### src/rtl/alu_reservation_station.sv
// ALU reservation station.
//
// Holds up to DEPTH issued ALU operations until both source operands are
// available, captures operands from the common data bus (CDB), and offers the
// lowest-index ready operation to the ALU through a valid/ready handshake.
//
// Build option:
//   RS_WAKEUP_BYPASS_EN - when defined, a WAITING entry whose last pending
//   operand tag matches the current CDB_TAG can be dispatched in the same
//   cycle. CDB_DATA is forwarded straight onto DISP_A/DISP_B. When it is
//   undefined, only READY entries can be dispatched, so a wakeup reaches the
//   ALU one cycle later.
//
// Ports:
//   CLK, RST                    clock; synchronous active-high reset
//   ISSUE_VALID / ISSUE_READY   issue handshake. Ready while an entry is free
//   ISSUE_OP, ISSUE_DEST_TAG    opcode and the tag the result broadcasts under
//   ISSUE_SRC{1,2}_TAG/_VAL     producer tag (0 = value valid) and value
//   CDB_TAG, CDB_DATA           result broadcast (tag 0 = no broadcast)
//   DISP_VALID / DISP_READY     dispatch handshake towards the ALU
//   DISP_OP, DISP_A, DISP_B,
//   DISP_TAG                    selected operation. All zero when not valid
//   OCCUPANCY                   number of occupied entries (registered)
module alu_reservation_station #(
  parameter int unsigned DEPTH = 4,
  parameter int unsigned TAG_W = 4
) (
  input  logic             CLK,
  input  logic             RST,
  // Issue side
  input  logic             ISSUE_VALID,
  output logic             ISSUE_READY,
  input  logic [3:0]       ISSUE_OP,
  input  logic [TAG_W-1:0] ISSUE_DEST_TAG,
  input  logic [TAG_W-1:0] ISSUE_SRC1_TAG,
  input  logic [TAG_W-1:0] ISSUE_SRC2_TAG,
  input  logic [31:0]      ISSUE_SRC1_VAL,
  input  logic [31:0]      ISSUE_SRC2_VAL,
  // Result broadcast
  input  logic [TAG_W-1:0] CDB_TAG,
  input  logic [31:0]      CDB_DATA,
  // Dispatch side
  output logic             DISP_VALID,
  input  logic             DISP_READY,
  output logic [3:0]       DISP_OP,
  output logic [31:0]      DISP_A,
  output logic [31:0]      DISP_B,
  output logic [TAG_W-1:0] DISP_TAG,
  output logic [3:0]       OCCUPANCY
);

  localparam int unsigned IdxW = (DEPTH > 1) ? $clog2(DEPTH) : 1;

  typedef enum logic [1:0] {
    StFree    = 2'd0,
    StWaiting = 2'd1,
    StReady   = 2'd2
  } ent_state_e;

  // Entry storage
  ent_state_e       state_q [DEPTH];
  ent_state_e       state_d [DEPTH];
  logic [3:0]       op_q    [DEPTH];
  logic [3:0]       op_d    [DEPTH];
  logic [TAG_W-1:0] dest_q  [DEPTH];
  logic [TAG_W-1:0] dest_d  [DEPTH];
  logic [TAG_W-1:0] tag1_q  [DEPTH];
  logic [TAG_W-1:0] tag1_d  [DEPTH];
  logic [TAG_W-1:0] tag2_q  [DEPTH];
  logic [TAG_W-1:0] tag2_d  [DEPTH];
  logic [31:0]      val1_q  [DEPTH];
  logic [31:0]      val1_d  [DEPTH];
  logic [31:0]      val2_q  [DEPTH];
  logic [31:0]      val2_d  [DEPTH];

  logic [3:0]       occ_q;
  logic [3:0]       occ_d;

  // Control
  logic             cdb_hit;
  logic             issue_fire;
  logic             issue_found;
  logic [IdxW-1:0]  issue_idx;
  logic [DEPTH-1:0] wake1;
  logic [DEPTH-1:0] wake2;
  logic [DEPTH-1:0] elig;
  logic             disp_valid;
  logic [IdxW-1:0]  disp_idx;
  logic             disp_fire;
  logic [TAG_W-1:0] new_tag1;
  logic [TAG_W-1:0] new_tag2;
  logic [31:0]      new_val1;
  logic [31:0]      new_val2;

  assign cdb_hit = (CDB_TAG != '0);

  // Only registered occupancy gates issue, so a slot freed by a dispatch in the
  // same cycle cannot be reused until the next cycle.
  assign ISSUE_READY = (32'(occ_q) < DEPTH);
  assign issue_fire  = ISSUE_VALID && ISSUE_READY;
  assign OCCUPANCY   = occ_q;

  // Lowest-index free entry
  always_comb begin
    issue_found = 1'b0;
    issue_idx   = '0;
    for (int i = 0; i < DEPTH; i++) begin
      if (!issue_found && (state_q[i] == StFree)) begin
        issue_found = 1'b1;
        issue_idx   = IdxW'(i);
      end
    end
  end

  // Per-entry wakeup matches and dispatch eligibility
  always_comb begin
    wake1 = '0;
    wake2 = '0;
    elig  = '0;
    for (int i = 0; i < DEPTH; i++) begin
      wake1[i] = cdb_hit && (state_q[i] == StWaiting) && (tag1_q[i] == CDB_TAG);
      wake2[i] = cdb_hit && (state_q[i] == StWaiting) && (tag2_q[i] == CDB_TAG);
`ifdef RS_WAKEUP_BYPASS_EN
      // A waiting entry is eligible once the broadcast clears every pending tag.
      elig[i]  = (state_q[i] == StReady) ||
                 ((state_q[i] == StWaiting) &&
                  ((tag1_q[i] == '0) || wake1[i]) &&
                  ((tag2_q[i] == '0) || wake2[i]));
`else
      elig[i]  = (state_q[i] == StReady);
`endif
    end
  end

  // Lowest-index eligible entry
  always_comb begin
    disp_valid = 1'b0;
    disp_idx   = '0;
    for (int i = 0; i < DEPTH; i++) begin
      if (!disp_valid && elig[i]) begin
        disp_valid = 1'b1;
        disp_idx   = IdxW'(i);
      end
    end
  end

  assign disp_fire = disp_valid && DISP_READY;

  // Dispatch outputs, forced to zero when nothing is offered
  always_comb begin
    DISP_VALID = disp_valid;
    DISP_OP    = '0;
    DISP_A     = '0;
    DISP_B     = '0;
    DISP_TAG   = '0;
    if (disp_valid) begin
      DISP_OP  = op_q[disp_idx];
      DISP_TAG = dest_q[disp_idx];
`ifdef RS_WAKEUP_BYPASS_EN
      DISP_A   = wake1[disp_idx] ? CDB_DATA : val1_q[disp_idx];
      DISP_B   = wake2[disp_idx] ? CDB_DATA : val2_q[disp_idx];
`else
      DISP_A   = val1_q[disp_idx];
      DISP_B   = val2_q[disp_idx];
`endif
    end
  end

  // Incoming operands, with capture of a broadcast in the same cycle
  always_comb begin
    new_tag1 = ISSUE_SRC1_TAG;
    new_val1 = ISSUE_SRC1_VAL;
    new_tag2 = ISSUE_SRC2_TAG;
    new_val2 = ISSUE_SRC2_VAL;
    if (cdb_hit && (ISSUE_SRC1_TAG == CDB_TAG)) begin
      new_tag1 = '0;
      new_val1 = CDB_DATA;
    end
    if (cdb_hit && (ISSUE_SRC2_TAG == CDB_TAG)) begin
      new_tag2 = '0;
      new_val2 = CDB_DATA;
    end
  end

  // Entry next state: wakeup, then dispatch, then issue into a free slot.
  // Dispatch and issue never target the same entry, because issue only writes
  // FREE entries and dispatch only selects occupied ones.
  always_comb begin
    for (int i = 0; i < DEPTH; i++) begin
      state_d[i] = state_q[i];
      op_d[i]    = op_q[i];
      dest_d[i]  = dest_q[i];
      tag1_d[i]  = tag1_q[i];
      tag2_d[i]  = tag2_q[i];
      val1_d[i]  = val1_q[i];
      val2_d[i]  = val2_q[i];

      if (wake1[i]) begin
        tag1_d[i] = '0;
        val1_d[i] = CDB_DATA;
      end
      if (wake2[i]) begin
        tag2_d[i] = '0;
        val2_d[i] = CDB_DATA;
      end
      if ((state_q[i] == StWaiting) &&
          ((tag1_q[i] == '0) || wake1[i]) &&
          ((tag2_q[i] == '0) || wake2[i])) begin
        state_d[i] = StReady;
      end

      // A bypassed entry that is accepted goes straight from WAITING to FREE.
      if (disp_fire && (disp_idx == IdxW'(i))) begin
        state_d[i] = StFree;
      end

      if (issue_fire && (issue_idx == IdxW'(i))) begin
        op_d[i]    = ISSUE_OP;
        dest_d[i]  = ISSUE_DEST_TAG;
        tag1_d[i]  = new_tag1;
        tag2_d[i]  = new_tag2;
        val1_d[i]  = new_val1;
        val2_d[i]  = new_val2;
        state_d[i] = ((new_tag1 == '0) && (new_tag2 == '0)) ? StReady : StWaiting;
      end
    end
  end

  // Occupancy: +1 on issue, -1 on dispatch, unchanged when both happen
  always_comb begin
    occ_d = occ_q;
    unique case ({issue_fire, disp_fire})
      2'b10: if (32'(occ_q) < DEPTH) occ_d = occ_q + 4'd1;
      2'b01: if (occ_q != 4'd0) occ_d = occ_q - 4'd1;
      default: occ_d = occ_q;
    endcase
  end

  always_ff @(posedge CLK) begin
    if (RST) begin
      for (int i = 0; i < DEPTH; i++) begin
        state_q[i] <= StFree;
        op_q[i]    <= '0;
        dest_q[i]  <= '0;
        tag1_q[i]  <= '0;
        tag2_q[i]  <= '0;
        val1_q[i]  <= '0;
        val2_q[i]  <= '0;
      end
      occ_q <= '0;
    end else begin
      for (int i = 0; i < DEPTH; i++) begin
        state_q[i] <= state_d[i];
        op_q[i]    <= op_d[i];
        dest_q[i]  <= dest_d[i];
        tag1_q[i]  <= tag1_d[i];
        tag2_q[i]  <= tag2_d[i];
        val1_q[i]  <= val1_d[i];
        val2_q[i]  <= val2_d[i];
      end
      occ_q <= occ_d;
    end
  end

endmodule

### config.mk
export PLATFORM = sky130hd
export DESIGN_NAME = alu_reservation_station
export DESIGN_NICKNAME = d
export VERILOG_FILES = /design/src/rtl/alu_reservation_station.sv
export SDC_FILE = /design/constraint.sdc
export NUM_CORES = 1
export LEC_CHECK = 0
export CORE_MARGIN = 4
export CORE_UTILIZATION = 28
export DETAILED_ROUTE_END_ITERATION = 7
export PLACE_DENSITY = 0.49
export SLEW_MARGIN = 10
export SYNTH_ARGS = -nofsm -noshare
export SYNTH_HDL_FRONTEND = slang
export SYNTH_SLANG_ARGS = --single-unit
### constraint.sdc
create_clock -name CLK -period 8.05 [get_ports CLK]
set_clock_uncertainty 0.15 [all_clocks]
set_input_delay 1.61 -clock CLK [delete_from_list [all_inputs] [get_ports CLK]]
set_output_delay 1.61 -clock CLK [all_outputs]
set_load 0.05 [all_outputs]
==> results of run 1 <==
-- report_power, final --
group / leakage (nW) / internal, mW / total, mW / switching (mW)
Clock: 0.635 / 1.02 / 1.77 / 0.745
Combinational: 3.33 / 0.313 / 0.942 / 0.629
Sequential: 3.38 / 2.06 / 2.12 / 0.0621
Total: 7.34 / 3.40 / 4.83 / 1.44
-- metrics by stage --
stage	cells	setup WS, ns	hold slack (ns)	area (um2)
after floorplan	1507	4.050	0.3279	16970
after global placement	2377	2.790	0.3214	19590
after detailed placement	2377	2.778	0.3198	19590
after CTS	2450	2.167	0.3271	20850
after global routing	2450	2.035	0.3883	20850
final	2450	2.157	0.3214	20850
-- cells in the final DEF (no fill, tap or decap), types with 12 or more instances in the layout --
cell type,synthesis,routed
xnor2_1,22,22
nor2_1,252,250
buf_4,15,33
dfxtp_1,44,44
mux2i_1,226,226
clkdlybuf4s50_1,0,197
clkinv_2,0,12
edfxtp_1,288,288
and2_1,34,34
clkbuf_16,0,41
a32o_1,22,22
a222oi_1,72,72
nand2_1,227,227
xor2_1,18,18
a21oi_1,38,38
-- flip-flops by register name, indices dropped and copies added, names as in the netlist --
signal and count:
val1_q 128, val2_q 128, dest_q 16, op_q 16
tag1_q 16, tag2_q 16, state_q 8, OCCUPANCY 4
-- cell usage after synthesis, types with 3 or more instances --
cell type and n:
a21oi_2 4, nor4_2 3, clkbuf_1 86, nor3_1 5, a22oi_1 9, o21ai_1 4, xor2_1 18, and2_1 34
edfxtp_1 288, a21o_1 4, a32o_1 22, buf_6 12, or3_1 3, mux2i_1 226, nand2b_1 4, xnor2_1 22
nor2_1 252, a222oi_1 72, nor4_1 7, a21oi_1 38, buf_2 18, o21ai_0 4, dfxtp_1 44, inv_1 11
or4_1 5, nor2b_1 5, nand2_1 227, nor3_4 3, nand3_1 3, nand4_1 7, buf_4 15, a22o_1 10
or2_0 4
-- how the worst max path moves through the flow --
stage	cells after the start	start	slack [ns]	to
after floorplan	6	ISSUE_VALID	4.05	val1_q[2][0]$_SDFFCE_PN0P_
after global placement	7	state_q[1][0]$_SDFFE_PP0P_	2.79	DISP_B[0]
after detailed placement	7	state_q[1][0]$_SDFFE_PP0P_	2.78	DISP_B[0]
after CTS	7	state_q[1][0]$_SDFFE_PP0P_	2.17	DISP_B[0]
after global routing	7	state_q[1][0]$_SDFFE_PP0P_	2.04	DISP_B[0]
final	7	state_q[1][0]$_SDFFE_PP0P_	2.16	DISP_B[0]
-- final cells by class --
type	count	area, um2	area share
flip-flops and latches	332	9529	0.4570
repair buffers	230	2220	0.1064
multi-input cells	1031	6830	0.3276
clock inverters	26	186.4	0.008940
inverters	11	41.29	0.001980
well taps	773	967.2	0.04638
clock buffers	47	1079	0.05172
-- cells by family after synthesis --
family	count (synthesis)	share of synthesized area
buf+inv	144	0.04180
simple gates	574	0.1462
fa+ha+maj	1	0.0007370
flops	332	0.5614
xor+xnor	40	0.02064
mux	227	0.1339
compound gates	189	0.09524
-- layer usage --
layer  track usage  share of wire
met1        0.2374           0.43
met2        0.3023           0.48
met3       0.02815          0.061
met4       0.05643          0.028
met5             0              0
-- critical path: stages, from the launching register on --
cell and delay [ns]:
dfxtp_1 0.50, nand2b_1 0.28, nand2_1 0.15, nor2_4 0.86, buf_4 0.46, a222oi_1 0.15, nand2_1 0.28, clkdlybuf4s50_1 0.86
==> results.json, run 1 <==
{
  "wl_per_cell_um": 24.21,
  "port_buffers": 197,
  "hold_viol": 0,
  "post-route-period-util": 0.7321,
  "rows": 89,
  "worstMarginPinSlew_ns": 1.116,
  "cts_buffer_depth": 3,
  "critPathKind": "reg2out",
  "chipHeight_um": 254.2,
  "nFillCells": 5908,
  "synth_cell_type_count": 63,
  "cts_htree_levels": 2,
  "cts_tree": "built",
  "drive_gt1_frac": 0.07633,
  "cts_buffers": 40,
  "end_kind": "primary output",
  "synth_area_leaders": "edfxtp_1 51%, mux2i_1 13%, nor2_1 5.6%",
  "hp-class": "reg2reg",
  "synth_ff_type": "edfxtp_1",
  "p_leak_nw": 7.342,
  "areaGrowthSynthToFinish_pct": 22.85,
  "ys.warnings.count": 0,
  "dr.pass1.iters": 8,
  "max_slew_margin": 0.2540,
  "tns_ns": 0,
  "final_nets": 1767,
  "clkLatencyLatePin_ns": 0.55,
  "synthesis.nets": 1628,
  "final.min_clock_period_ns": 5.894,
  "antenna_cells": 0,
  "root_buffer": "clkbuf_16",
  "post-route-drc-count": 0,
  "fmax_mhz": 169.7,
  "die_area_um2": 64620,
  "slew_viol_final": 0,
  "viasPerCell": 5.151,
  "place_congestion": 0.8563,
  "numClockSinks": 332,
  "post-cts-setup-buffers": 0,
  "drtAntennaViolNets": 0,
  "timing.rr.end": "val2_q[2][21]$_SDFFCE_PN0P_",
  "status": "finished clean",
  "r2r_slack_ns": 4.88,
  "drt_iter0_drc": 1314,
  "syn-cell-area_um2": 16970,
  "seq_area_frac_synth": 0.5614,
  "wl_um": 59300,
  "final_util": 0.3507,
  "antenna_found_initial": 0,
  "synth_top_area_frac": 0.5095,
  "critPathLaunchType": "register",
  "cts_hold_buf": 0,
  "track_usage": 0.1790,
  "ios": 198,
  "reg2reg_from": "state_q[0][1]$_SDFFE_PP0P_",
  "async_flop_share": 0,
  "synthCells": 1507,
  "cts_resized": 0,
  "min_path_cells": 2,
  "setup_viol": 0,
  "clk_pin_slew_ns": 0.06,
  "worstPathMaxFanout": 34,
  "grt_max_degree": 74,
  "hold_start": "OCCUPANCY[3]$_SDFFE_PP0P_",
  "rsz0062_at_grt": "false",
  "die_x_um": 254.2,
  "grt_pass1_wl_um": 86420,
  "holdPathEnd": "OCCUPANCY[3]$_SDFFE_PP0P_",
  "cap_violations": 0,
  "initial_core_util": 0.2854,
  "rr_worst_depth": 6,
  "ys_ff_latch": 332,
  "synth_top_cell_by_area": "edfxtp_1",
  "syn_avg_cell_area_um2": 11.26,
  "synth_edf_count": 288,
  "p_total_mw": 4.831,
  "place_hpwl_um": 36810,
  "grt_overflow": 0,
  "cp_data_required_time_ns": 6.29,
  "power.density_nw_per_um2": 231.7,
  "coreArea_um2": 59460,
  "crit_arrival_ns": 4.13,
  "vdd_drop_max_uv": 149.1,
  "via_count": 12620,
  "grt_pass1_vias": 12791
}
No activity file was read; power rests on OpenSTA's default activity.
==> inputs of run 2 (changes only) <==
==> constraint.sdc (replaced) <==
create_clock -name CLK -period 5.8 [get_ports CLK]
set_clock_uncertainty 0.15 [all_clocks]
set_input_delay 1.16 -clock CLK [delete_from_list [all_inputs] [get_ports CLK]]
set_output_delay 1.16 -clock CLK [all_outputs]
set_load 0.05 [all_outputs]
==> results.json, run 2 (synthesis gave the netlist of run 1 again) <==
{
  "status": "finished clean",
  "grt_overflow": 0,
  "fin_hold_ws_ns": 0.3541,
  "cp_data_required_time_ns": 4.49,
  "post-route-period-util": 0.8712,
  "coreArea_um2": 59460,
  "sw_frac_of_total": 0.2929,
  "tns_ns": 0,
  "port_buffers": 197,
  "cap_violations": 0,
  "cp_common_cell": "nand2_1",
  "numClockSinks": 332,
  "final.min_clock_period_ns": 5.053,
  "root_buffer": "clkbuf_16",
  "cts_resized": 0,
  "via_count": 12689,
  "critPathTopFamily": "buffers and inverters",
  "p_comb_frac": 0.198,
  "nFillCells": 5926,
  "fmax_mhz": 197.9,
  "initial_core_util": 0.2854,
  "r2r_slack_ns": 2.73,
  "clkPwrFrac": 0.363,
  "drive_gt1_frac": 0.07308,
  "grt_max_degree": 74,
  "cts_buffer_depth": 3,
  "final_nets": 1777,
  "slowest_delay_ns": 0.85,
  "worstMarginPinSlew_ns": 1.132,
  "grt_pass1_wl_um": 86040,
  "power.density_nw_per_um2": 319.4,
  "worstPathMaxFanout": 56,
  "areaGrowthSynthToFinish_pct": 23.34,
  "hold_viol": 0,
  "sequentialPowerShare": 0.440,
  "switching_power_mw": 1.958,
  "final_common_cell": "edfxtp_1",
  "wl_um": 59230,
  "drtAntennaViolNets": 0,
  "clk_pin_slew_ns": 0.06,
  "cts_htree_levels": 2,
  "crit_path_start": "state_q[1][0]$_SDFFE_PP0P_",
  "clkLatencyLatePin_ns": 0.55,
  "mostFrequentLayoutCells": "288 x edfxtp_1, 250 x nor2_1, 227 x nand2_1",
  "max_slew_margin": 0.2400,
  "critPathKind": "reg2out",
  "top_regs": "val1_q: 128 flops, val2_q: 128 flops",
  "place_hpwl_um": 37310,
  "p_leak_nw": 7.358,
  "hp-class": "reg2reg",
  "die_area_um2": 64620,
  "critPathSlowestCell": "clkdlybuf4s50_1",
  "track_usage": 0.1782,
  "placed_cells": 2387,
  "timing.rr.end": "val1_q[2][13]$_SDFFCE_PN0P_",
  "crit_arrival_ns": 3.74,
  "post-route-drc-count": 0,
  "setup_viol": 0,
  "path_cells": "nand2b_1, nand2_1, nor3b_2, buf_4, nand2_1, nand2_1, clkdlybuf4s50_1",
  "antenna_found_initial": 7,
  "critPathLaunchType": "register",
  "post-place-ws_ns": 1.131,
  "dr.pass1.iters": 8,
  "place_congestion": 0.8282,
  "crit_buf_inv": 2,
  "stdcell_count": 2458,
  "post-cts-setup-buffers": 0,
  "fin_area_um2": 20940,
  "cts_hold_buf": 0,
  "end_kind": "primary output",
  "crit_end": "DISP_B[28]",
  "chipHeight_um": 254.2,
  "grt_pass1_vias": 12849,
  "viasPerCell": 5.162,
  "vdd_drop_max_uv": 183.5,
  "rr_worst_depth": 6,
  "reg2reg_from": "OCCUPANCY[3]$_SDFFE_PP0P_",
  "ios": 198,
  "cts_buffers": 40,
  "drt_iter0_drc": 1222,
  "p_total_mw": 6.687,
  "rsz0062_at_grt": "false",
  "cp_num_cells": 7,
  "internal-power_mw": 4.728,
  "die_x_um": 254.2,
  "wl_per_cell_um": 24.10,
  "dpl_cell_area_um2": 19700,
  "setup_slack_ns": 0.7470,
  "cts_tree": "built",
  "rows": 89,
  "slew_viol_final": 0,
  "final_util": 0.3521
}
-- run 2: cell types whose count changed in the layout (fill, tap and decap cells not counted), moves of 2 or more --
cell / delta
diode_2: +2
buf_4: +7
clkinv_2: -12
clkbuf_8: -3
clkinv_1: +2
buf_12: +3
clkbuf_1: +8
-- run 2: metal layers --
metal | vias to the layer above | global-route usage | wire (um) | part of all wire
li1 | 5833 | - | - | -
met1 | 6322 | 0.2325 | 25130 | 0.42
met2 | 449 | 0.3019 | 28720 | 0.48
met3 | 75 | 0.03794 | 3913 | 0.066
met4 | 10 | 0.04843 | 1416 | 0.024
met5 | - | 0 | 53 | 0.00089
-- run 2: worst min-delay path by stage --
stage	from	to	slack [ns]	cells past startpoint
after detailed placement	OCCUPANCY[3]$_SDFFE_PP0P_	OCCUPANCY[3]$_SDFFE_PP0P_	0.35	2
after floorplan	state_q[0][0]$_SDFFE_PP0P_	state_q[0][0]$_SDFFE_PP0P_	0.33	2
after global routing	OCCUPANCY[3]$_SDFFE_PP0P_	OCCUPANCY[3]$_SDFFE_PP0P_	0.39	2
after CTS	OCCUPANCY[3]$_SDFFE_PP0P_	OCCUPANCY[3]$_SDFFE_PP0P_	0.36	2
final	OCCUPANCY[3]$_SDFFE_PP0P_	OCCUPANCY[3]$_SDFFE_PP0P_	0.35	2
after global placement	OCCUPANCY[3]$_SDFFE_PP0P_	OCCUPANCY[3]$_SDFFE_PP0P_	0.35	2
-- run 2: final cells by class --
| type | instances | area (um2) | area share |
|---|---|---|---|
| Sequential cell | 332 | 9529 | 0.4551 |
| Multi-Input combinational cell | 1031 | 6830 | 0.3262 |
| Timing Repair Buffer | 240 | 2332 | 0.1114 |
| Clock buffer | 52 | 1067 | 0.05098 |
| Tap cell | 773 | 967.2 | 0.04620 |
| Clock inverter | 17 | 163.9 | 0.007829 |
| Inverter | 11 | 41.29 | 0.001972 |
| Antenna cell | 2 | 5.005 | 0.0002390 |
-- run 2: worst min-delay path: stages, from the launching register on --
cell	delay, ns
dfxtp_1	0.35
nand2_1	0.08
a21oi_1	0.03
-- run 2: power groups by stage --
| stage | Clock [mW] | Sequential (mW) | Combinational, mW |
|---|---|---|---|
| floorplan | 0 | 2.97 | 0.819 |
| global placement | 0 | 2.98 | 1.32 |
| detailed placement | 0 | 2.99 | 1.33 |
| CTS | 2.49 | 2.94 | 1.34 |
| global route | 2.59 | 2.96 | 1.41 |
| finish | 2.42 | 2.94 | 1.32 |
==> inputs of run 3 (changes only) <==
--- a/config.mk
+++ b/config.mk
@@ -5,6 +5,7 @@
 export SDC_FILE = /design/constraint.sdc
 export NUM_CORES = 1
 export LEC_CHECK = 0
+export ABC_AREA = 0
 export CORE_MARGIN = 4
 export CORE_UTILIZATION = 28
 export DETAILED_ROUTE_END_ITERATION = 7
==> constraint.sdc (replaced) <==
create_clock -name CLK -period 6.2 [get_ports CLK]
set_clock_uncertainty 0.15 [all_clocks]
set_input_delay 1.24 -clock CLK [delete_from_list [all_inputs] [get_ports CLK]]
set_output_delay 1.24 -clock CLK [all_outputs]
set_load 0.05 [all_outputs]
==> results.json, run 3 (synthesis gave the netlist of run 1 again) <==
{
  "status": "finished clean",
  "root_buffer": "clkbuf_16",
  "critPathKind": "reg2out",
  "grt_pass1_vias": 12993,
  "final_nets": 1773,
  "wl_per_cell_um": 24.01,
  "hold_viol": 0,
  "max_slew_margin": 0.2890,
  "cap_violations": 0,
  "worstPathMaxFanout": 38,
  "p_leak_nw": 7.353,
  "timing.rr.end": "val2_q[0][6]$_SDFFCE_PN0P_",
  "placed_cells": 2383,
  "crit_end": "DISP_A[0]",
  "cts_resized": 0,
  "track_usage": 0.1785,
  "die_x_um": 254.2,
  "grt_pass1_wl_um": 85950,
  "crit_arrival_ns": 3.67,
  "crit_path_start": "state_q[1][0]$_SDFFE_PP0P_",
  "tns_ns": 0,
  "drt_iter0_drc": 1167,
  "drtAntennaViolNets": 0,
  "place_congestion": 0.8293,
  "ios": 198,
  "setup_viol": 0,
  "port_buffers": 197,
  "r2r_slack_ns": 3.10,
  "antenna_found_initial": 7,
  "p_total_mw": 6.251,
  "final_common_cell": "edfxtp_1",
  "critPathLaunchType": "register",
  "cp_data_required_time_ns": 4.81,
  "slew_viol_final": 0,
  "wl_um": 58930,
  "areaGrowthSynthToFinish_pct": 23.20,
  "clkLatencyLatePin_ns": 0.57,
  "power.density_nw_per_um2": 298.9,
  "post-route-period-util": 0.8159,
  "numClockSinks": 332,
  "post-route-drc-count": 0,
  "viasPerCell": 5.164,
  "vdd_drop_max_uv": 190.3,
  "dr.pass1.iters": 8,
  "seqCellArea_um2": 9529,
  "clk_pin_slew_ns": 0.06,
  "rsz0062_at_grt": "false",
  "rows": 89,
  "multi_input_area_um2": 6832,
  "cts_buffers": 40,
  "post-cts-setup-buffers": 0,
  "place_hpwl_um": 37030,
  "chipHeight_um": 254.2,
  "drive_gt1_frac": 0.07807,
  "fin_area_um2": 20910,
  "grt_max_degree": 74,
  "rr_worst_depth": 5,
  "mostFrequentLayoutCells": "288 x edfxtp_1, 250 x nor2_1, 227 x nand2_1",
  "cts_tree": "built",
  "grt_overflow": 0,
  "die_area_um2": 64620,
  "hp-class": "reg2reg",
  "final.min_clock_period_ns": 5.059,
  "cts_htree_levels": 2,
  "nFillCells": 5979,
  "worstMarginPinSlew_ns": 1.059,
  "via_count": 12673,
  "cts_buffer_depth": 3,
  "top_regs": "val1_q: 128 flops, val2_q: 128 flops",
  "stdcell_count": 2454,
  "coreArea_um2": 59460,
  "dpl_cell_area_um2": 19670,
  "cts_hold_buf": 0,
  "end_kind": "primary output",
  "initial_core_util": 0.2854,
  "reg2reg_from": "state_q[1][0]$_SDFFE_PP0P_",
  "fmax_mhz": 197.7
}
==> run 3: cell count changes in the layout (fill, tap and decap cells not counted) <==
cell / change
diode_2: +1
clkinv_8: +1
clkinv_2: +8
or2_2: +2
clkinv_1: -8
clkinv_4: -1
clkbuf_1: -2
a21o_1: -1
clkbuf_16: -1
clkinvlp_4: +1
or2_1: -2
buf_4: -4
a21o_2: +1
inv_6: +1
==> run 3: cell type report <==
| class | instances | share of cell area |
|---|---|---|
| flip-flops and latches | 332 | 0.4557 |
| multi-input cells | 1031 | 0.3267 |
| repair buffers | 236 | 0.1101 |
| clock buffers | 49 | 0.04948 |
| well taps | 773 | 0.04625 |
| clock inverters | 19 | 0.009454 |
| inverters | 11 | 0.001975 |
| diodes | 3 | 0.0003590 |
==> run 3: power breakdown <==
group          internal (mW)  leakage, nW  switching, mW  total [mW]
clock network           1.32        0.605          0.953        2.27
registers               2.67         3.38         0.0801        2.75
logic                  0.414         3.37          0.815        1.23
total                   4.40         7.35           1.85        6.25
==> run 3: critical path, cell delays in order (launching register included) <==
cell	delay [ns]
dfxtp_1	0.52
nand2b_1	0.28
nand2_1	0.16
nor2_4	0.55
buf_12	0.34
a222oi_1	0.13
nand2_1	0.27
clkdlybuf4s50_1	0.85
==> run 3: metrics by stage <==
stage | setup slack [ns] | utilization | hold slack [ns]
after global routing | 0.9959 | 0.3516 | 0.3741
after detailed placement | 1.484 | 0.3308 | 0.3361
after CTS | 1.125 | 0.3515 | 0.3444
after floorplan | 2.570 | - | 0.3279
final | 1.141 | 0.3517 | 0.3386
after global placement | 1.538 | 0.3308 | 0.3276
==> run 3: how the worst min path moves through the flow <==
| stage | startpoint | cells after the start | slack (ns) | end |
|---|---|---|---|---|
| CTS | OCCUPANCY[3]$_SDFFE_PP0P_ | 2 | 0.34 | OCCUPANCY[3]$_SDFFE_PP0P_ |
| finish | OCCUPANCY[3]$_SDFFE_PP0P_ | 2 | 0.34 | OCCUPANCY[3]$_SDFFE_PP0P_ |
| global route | OCCUPANCY[3]$_SDFFE_PP0P_ | 2 | 0.37 | OCCUPANCY[3]$_SDFFE_PP0P_ |
| global placement | OCCUPANCY[3]$_SDFFE_PP0P_ | 2 | 0.33 | OCCUPANCY[3]$_SDFFE_PP0P_ |
| floorplan | state_q[0][0]$_SDFFE_PP0P_ | 2 | 0.33 | state_q[0][0]$_SDFFE_PP0P_ |
| detailed placement | OCCUPANCY[3]$_SDFFE_PP0P_ | 2 | 0.34 | OCCUPANCY[3]$_SDFFE_PP0P_ |
==> run 3: routing by layer <==
layer / wire, um / track usage
met3: 3803 / 0.03406
met4: 1417 / 0.04812
met5: 44 / 0
met1: 24540 / 0.2297
met2: 29120 / 0.3095
